`src/rtl/ic74x163_div_seq_if.sv`:
```
// Handshake and counter-control bundle between the divider sequencer and its environment.
// master: drives requests and the counter's rco feedback; slave: the sequencer itself.
interface ic74x163_div_seq_if #(
    parameter int unsigned CW = 8
);
    logic          start;
    logic          stop;
    logic [3:0]    div_n;
    logic [CW-1:0] burst_len;
    logic          rco_in;
    logic          ld_n;
    logic          enp;
    logic          ent;
    logic          a;
    logic          b;
    logic          c;
    logic          d;
    logic          busy;
    logic          tick;
    logic          done;
    logic          div_out;

    modport master (
        output start, stop, div_n, burst_len, rco_in,
        input  ld_n, enp, ent, a, b, c, d, busy, tick, done, div_out
    );

    modport slave (
        input  start, stop, div_n, burst_len, rco_in,
        output ld_n, enp, ent, a, b, c, d, busy, tick, done, div_out
    );
endinterface

```
`src/rtl/ic74x163_div_seq.sv`:
```
// Load/enable sequencer turning a 74x163-style counter into a modulo-N divider with burst support.
// Optional: define DIV_OUT_TOGGLE_EN to build the 50%-duty div_out toggle flop.
module ic74x163_div_seq #(
    parameter int unsigned CW = 8
) (
    input logic              clk,
    input logic              clr,
    ic74x163_div_seq_if.slave bus
);

    typedef enum logic [1:0] {
        IDLE = 2'd0,
        LOAD = 2'd1,
        RUN  = 2'd2
    } state_e;

    state_e        state_q, state_d;
    logic [3:0]    div_q, div_d;
    logic [CW-1:0] len_q, len_d;
    logic [CW-1:0] cnt_q, cnt_d;
    logic [3:0]    pre_q, pre_d;
    logic          en_q, en_d;
    logic          busy_q, busy_d;
    logic          tick_q, tick_d;
    logic          done_q, done_d;

    logic          rco_run;
    logic [CW-1:0] cnt_inc;
    logic          burst_hit;

    assign rco_run   = (state_q == RUN) && bus.rco_in;
    assign cnt_inc   = cnt_q + CW'(1);
    assign burst_hit = rco_run && (len_q != '0) && (cnt_inc == len_q);

    // State and output registers
    always_ff @(posedge clk or negedge clr) begin
        if (!clr) begin
            state_q <= IDLE;
            div_q   <= '0;
            len_q   <= '0;
            cnt_q   <= '0;
            pre_q   <= '0;
            en_q    <= 1'b0;
            busy_q  <= 1'b0;
            tick_q  <= 1'b0;
            done_q  <= 1'b0;
        end else begin
            state_q <= state_d;
            div_q   <= div_d;
            len_q   <= len_d;
            cnt_q   <= cnt_d;
            pre_q   <= pre_d;
            en_q    <= en_d;
            busy_q  <= busy_d;
            tick_q  <= tick_d;
            done_q  <= done_d;
        end
    end

    // Next state; stop outranks burst completion
    always_comb begin
        state_d = state_q;
        case (state_q)
            IDLE:    if (bus.start) state_d = LOAD;
            LOAD:    state_d = bus.stop ? IDLE : RUN;
            RUN:     if (bus.stop || burst_hit) state_d = IDLE;
            default: state_d = IDLE;
        endcase
    end

    // Next values of the registered outputs and latched configuration
    always_comb begin
        div_d  = div_q;
        len_d  = len_q;
        cnt_d  = cnt_q;
        if ((state_q == IDLE) && bus.start) begin
            div_d = bus.div_n;
            len_d = bus.burst_len;
            cnt_d = '0;
        end else if (rco_run) begin
            cnt_d = cnt_inc;
        end
        en_d   = (state_d == RUN);
        busy_d = (state_d != IDLE);
        // Preload (16 - div_n) mod 16: div_n = 0 gives divide-by-16
        pre_d  = busy_d ? (4'd0 - div_d) : 4'd0;
        tick_d = rco_run;
        done_d = burst_hit && !bus.stop;
    end

    // Reload in the same cycle the counter reaches 15
    assign bus.ld_n = (state_q == RUN) ? ~bus.rco_in : (state_q != LOAD);
    assign bus.enp  = en_q;
    assign bus.ent  = en_q;
    assign {bus.d, bus.c, bus.b, bus.a} = pre_q;
    assign bus.busy = busy_q;
    assign bus.tick = tick_q;
    assign bus.done = done_q;

`ifdef DIV_OUT_TOGGLE_EN
    logic divo_q, divo_d;

    always_comb begin
        divo_d = divo_q;
        if (state_d == IDLE) divo_d = 1'b0;
        else if (rco_run)    divo_d = ~divo_q;
    end

    always_ff @(posedge clk or negedge clr) begin
        if (!clr) divo_q <= 1'b0;
        else      divo_q <= divo_d;
    end

    assign bus.div_out = divo_q;
`else
    assign bus.div_out = 1'b0;
`endif

endmodule

```
`src/flat_wrapper.sv`:
```
// flat-port wrapper written by rule: the top's interface ports become plain ports
module ic74x163_div_seq_flat 
#(
    parameter int unsigned CW = 8
)
  (clk, clr, bus_start, bus_stop, bus_div_n, bus_burst_len, bus_rco_in, bus_ld_n, bus_enp, bus_ent, bus_a, bus_b, bus_c, bus_d, bus_busy, bus_tick, bus_done, bus_div_out);
  ic74x163_div_seq_if #(.CW(CW)) bus_i ();
  input logic clk;
  input logic clr;
  input wire logic [$bits(bus_i.start)-1:0] bus_start;
  input wire logic [$bits(bus_i.stop)-1:0] bus_stop;
  input wire logic [$bits(bus_i.div_n)-1:0] bus_div_n;
  input wire logic [$bits(bus_i.burst_len)-1:0] bus_burst_len;
  input wire logic [$bits(bus_i.rco_in)-1:0] bus_rco_in;
  output wire logic [$bits(bus_i.ld_n)-1:0] bus_ld_n;
  output wire logic [$bits(bus_i.enp)-1:0] bus_enp;
  output wire logic [$bits(bus_i.ent)-1:0] bus_ent;
  output wire logic [$bits(bus_i.a)-1:0] bus_a;
  output wire logic [$bits(bus_i.b)-1:0] bus_b;
  output wire logic [$bits(bus_i.c)-1:0] bus_c;
  output wire logic [$bits(bus_i.d)-1:0] bus_d;
  output wire logic [$bits(bus_i.busy)-1:0] bus_busy;
  output wire logic [$bits(bus_i.tick)-1:0] bus_tick;
  output wire logic [$bits(bus_i.done)-1:0] bus_done;
  output wire logic [$bits(bus_i.div_out)-1:0] bus_div_out;
  assign bus_i.start = bus_start;
  assign bus_i.stop = bus_stop;
  assign bus_i.div_n = bus_div_n;
  assign bus_i.burst_len = bus_burst_len;
  assign bus_i.rco_in = bus_rco_in;
  assign bus_ld_n = bus_i.ld_n;
  assign bus_enp = bus_i.enp;
  assign bus_ent = bus_i.ent;
  assign bus_a = bus_i.a;
  assign bus_b = bus_i.b;
  assign bus_c = bus_i.c;
  assign bus_d = bus_i.d;
  assign bus_busy = bus_i.busy;
  assign bus_tick = bus_i.tick;
  assign bus_done = bus_i.done;
  assign bus_div_out = bus_i.div_out;
  ic74x163_div_seq #(.CW(CW)) u_core (.clk(clk), .clr(clr), .bus(bus_i));
endmodule
```
`config.mk`:
```
export PLATFORM = sky130hd
export DESIGN_NAME = ic74x163_div_seq_flat
export DESIGN_NICKNAME = d
export VERILOG_FILES = /design/src/rtl/ic74x163_div_seq_if.sv /design/src/rtl/ic74x163_div_seq.sv /design/src/flat_wrapper.sv
export SDC_FILE = /design/constraint.sdc
export NUM_CORES = 1
export LEC_CHECK = 0
export BUFFER_PORTS_ARGS = -buffer_cell sky130_fd_sc_hd__buf_2
export CORE_MARGIN = 3
export CORE_UTILIZATION = 59
export CTS_CLUSTER_SIZE = 25
export DETAILED_ROUTE_END_ITERATION = 16
export PLACE_DENSITY = 0.83
export SLEW_MARGIN = 20
export SYNTH_ARGS = -nofsm -noshare
export SYNTH_HDL_FRONTEND = slang
export SYNTH_SLANG_ARGS = --single-unit
```
`constraint.sdc`:
```
create_clock -name clk -period 5.05 [get_ports clk]
set_clock_uncertainty 0.05 [all_clocks]
set_input_delay 0.505 -clock clk [delete_from_list [all_inputs] [get_ports clk]]
set_output_delay 0.505 -clock clk [all_outputs]
set_load 0.05 [all_outputs]
```
==> results_dict.tcl <==
set metrics [dict create \
    status "complete, no violations" \
    setup_tns_ns 0 \
    yosysMostFrequentCell "dfrtp_1" \
    syn_nets 170 \
    rows 18 \
    post-route-min-period_ns 2.24 \
    endpoint_kind "flip-flop" \
    drive_gt1_frac 0.307 \
    clk_latency_ns 0.32 \
    routedWlPerCell_um 15.0 \
    gp_congestion 0.826 \
    r2r-start "u_core.state_q[0]" \
    ys_seq_area_frac 0.455 \
    chipHeight_um 58.9 \
    ys_ff_latch 30 \
    ir_drop_uv 294 \
    start_kind "flip-flop" \
    worst_pin_slew_ns 0.672 \
    synthToLayoutAreaGrowth_pct 9.17 \
    clk_pin_slew_ns 0.09 \
    yosysTopAreaCell "dfrtp_1" \
    cts.sinks 30 \
    coreArea_mm2 0.00257 \
    first_global_vias 1237 \
    track_usage 0.208 \
    h-tree-depth 2 \
    root_buffer "clkbuf_4" \
    reg2reg_depth 6 \
    cts_resized 0 \
    cts_tree "done" \
    cp-startpoint "u_core.state_q[0]" \
    place_area_mm2 0.00174 \
    power_w 0.000694 \
    maxSlewViolCount 0 \
    dr_total_vias 1250 \
    p_leak_nw 0.787 \
    ys_async_sr_fraction 1.00 \
    setup_viol_count_final 0 \
    clockBufferDepth 2 \
    cts-hold-fix-buffers 0 \
    place_worst_setup_slack_ns 2.75 \
    synthesis.instances 151 \
    synth_cell_types 49 \
    multi_input_area_um2 797 \
    grt_max_degree 31 \
    cts_setup_buffers 0 \
    hpwl_um 2270 \
    fin_crit_sh 0.443 \
    fin_nets 194 \
    hold_path_class "in -> async" \
    drc_errors 0 \
    crit_type "reg -> reg" \
    synth_area_leaders "dfrtp_1 45%, mux2_2 6.1%, xnor2_1 4.8%, o21ai_0 3.3%, nand2_1 2.3%" \
    die_area_mm2 0.00347 \
    yosysWarnings 0 \
    io-pin-count 28 \
    synth_top_area_frac 0.455 \
    grt_pass1_wl_um 5380 \
    max-cap-violations 0 \
    synth_edf_count 0 \
    ys.flop_type "dfrtp_1" \
    ant_nets 0 \
    rrSetupSlack_ns 2.81 \
    final-seq-area_um2 751 \
    drtPass1Iterations 4 \
    wirelength_um 3100 \
    drt_iter0_drc 38 \
    powerDensity_mw_per_mm2 385 \
    cp.arrival_ns 2.44 \
    required_ns 5.25 \
    cts_inserted_buffers 5 \
    antenna_found_initial 0 \
    setup_ws_ns 2.81 \
    max_freq_mhz 447 \
    die-width_um 58.9 \
    fin_area_mm2 0.00180 \
    crit_fanout 14 \
    vias_per_cell 6.07 \
    diodes 0 \
    syn-cell-area_mm2 0.00165 \
    syn_area_per_cell_um2 10.9 \
    rsz0062_at_grt "no" \
    grt-ovfl-total 0 \
    initial_utilization 0.643 \
    slew_headroom 0.552 \
    fillCellCount 206 \
    finalHoldViolCount 0 \
    ys_top_cells_by_count "30 x dfrtp_1, 11 x o21ai_0, 10 x nand2_1" \
    io_buffers 26 \
]
-- worst max-delay path: stages, from the launching register on --
cell and delay [ns]:
dfrtp_1 0.42, nand2b_1 0.19, nor2_2 0.53, mux2i_1 0.49
ha_1 0.24, xnor2_1 0.07, a31oi_1 0.15
-- logic make-up after synthesis --
family,share of synthesized area
muxes,0.0796
AOI/OAI and AO/OA,0.161
buffers and inverters,0.0622
adders and majority gates,0.0152
other,0.00227
xor gates and xnor gates,0.0690
and+or+nand+nor,0.155
DFF,0.455
-- power by group --
part	total (W)	internal (W)	switching (W)
combinational	0.000227	0.0000853	0.000142
clock	0.000146	0.0000674	0.0000783
sequential	0.000321	0.000283	0.0000374
-- worst paths after layout --
check,end
worst min register to register,u_core.len_q[1]
max in group asynchronous,u_core.cnt_q[2]
worst max-delay path,u_core.pre_q[2]
worst min-delay path,u_core.bus.enp
min in group clk,u_core.bus.done
worst max register to register,u_core.pre_q[2]
-- area by class of cell --
type,instances,area share
Inverter,7,0.0146
Tap cell,30,0.0208
Multi-Input combinational cell,105,0.442
Sequential cell,30,0.417
Clock inverter,1,0.00278
Timing Repair Buffer,26,0.0722
Clock buffer,7,0.0306
-- per-layer routing --
metal	GRT usage	wire, um	vias up
li1	-	-	592
met1	0.249	1280	602
met2	0.336	1530	44
met3	0.0592	202	12
met4	0.113	80	0
met5	0	0	-
-- sequential cells by signal, indices dropped and copies added, names as in the netlist --
name             count
u_core.len_q         8
u_core.bus.done      1
u_core.pre_q         4
u_core.div_q         4
u_core.bus.busy      1
u_core.bus.enp       1
u_core.state_q       2
u_core.bus.tick      1
u_core.cnt_q         8
-- cell usage in the layout, fill, tap and decap left out, types with 3 or more instances in the layout --
| cell | netlist | final |
|---|---|---|
| a31oi_1 | 4 | 4 |
| buf_2 | 2 | 26 |
| clkbuf_4 | 0 | 5 |
| dfrtp_1 | 30 | 30 |
| inv_1 | 7 | 7 |
| mux2_2 | 9 | 9 |
| mux2i_1 | 3 | 3 |
| nand2_1 | 10 | 10 |
| nand4_1 | 4 | 4 |
| nor2_1 | 7 | 7 |
| nor4_1 | 3 | 3 |
| o21ai_0 | 11 | 11 |
| xnor2_1 | 9 | 9 |
| xor2_1 | 4 | 4 |
-- through the flow --
stage,std cells,utilization,hold WS [ns]
5_1_grt,206,0.702,0.169
6_report,206,0.702,0.141
2_1_floorplan,151,-,0.159
3_5_place_dp,198,0.678,0.480
4_1_cts,206,0.702,0.157
3_3_place_gp,198,0.678,0.454
(Power assumes the default switching activity.)
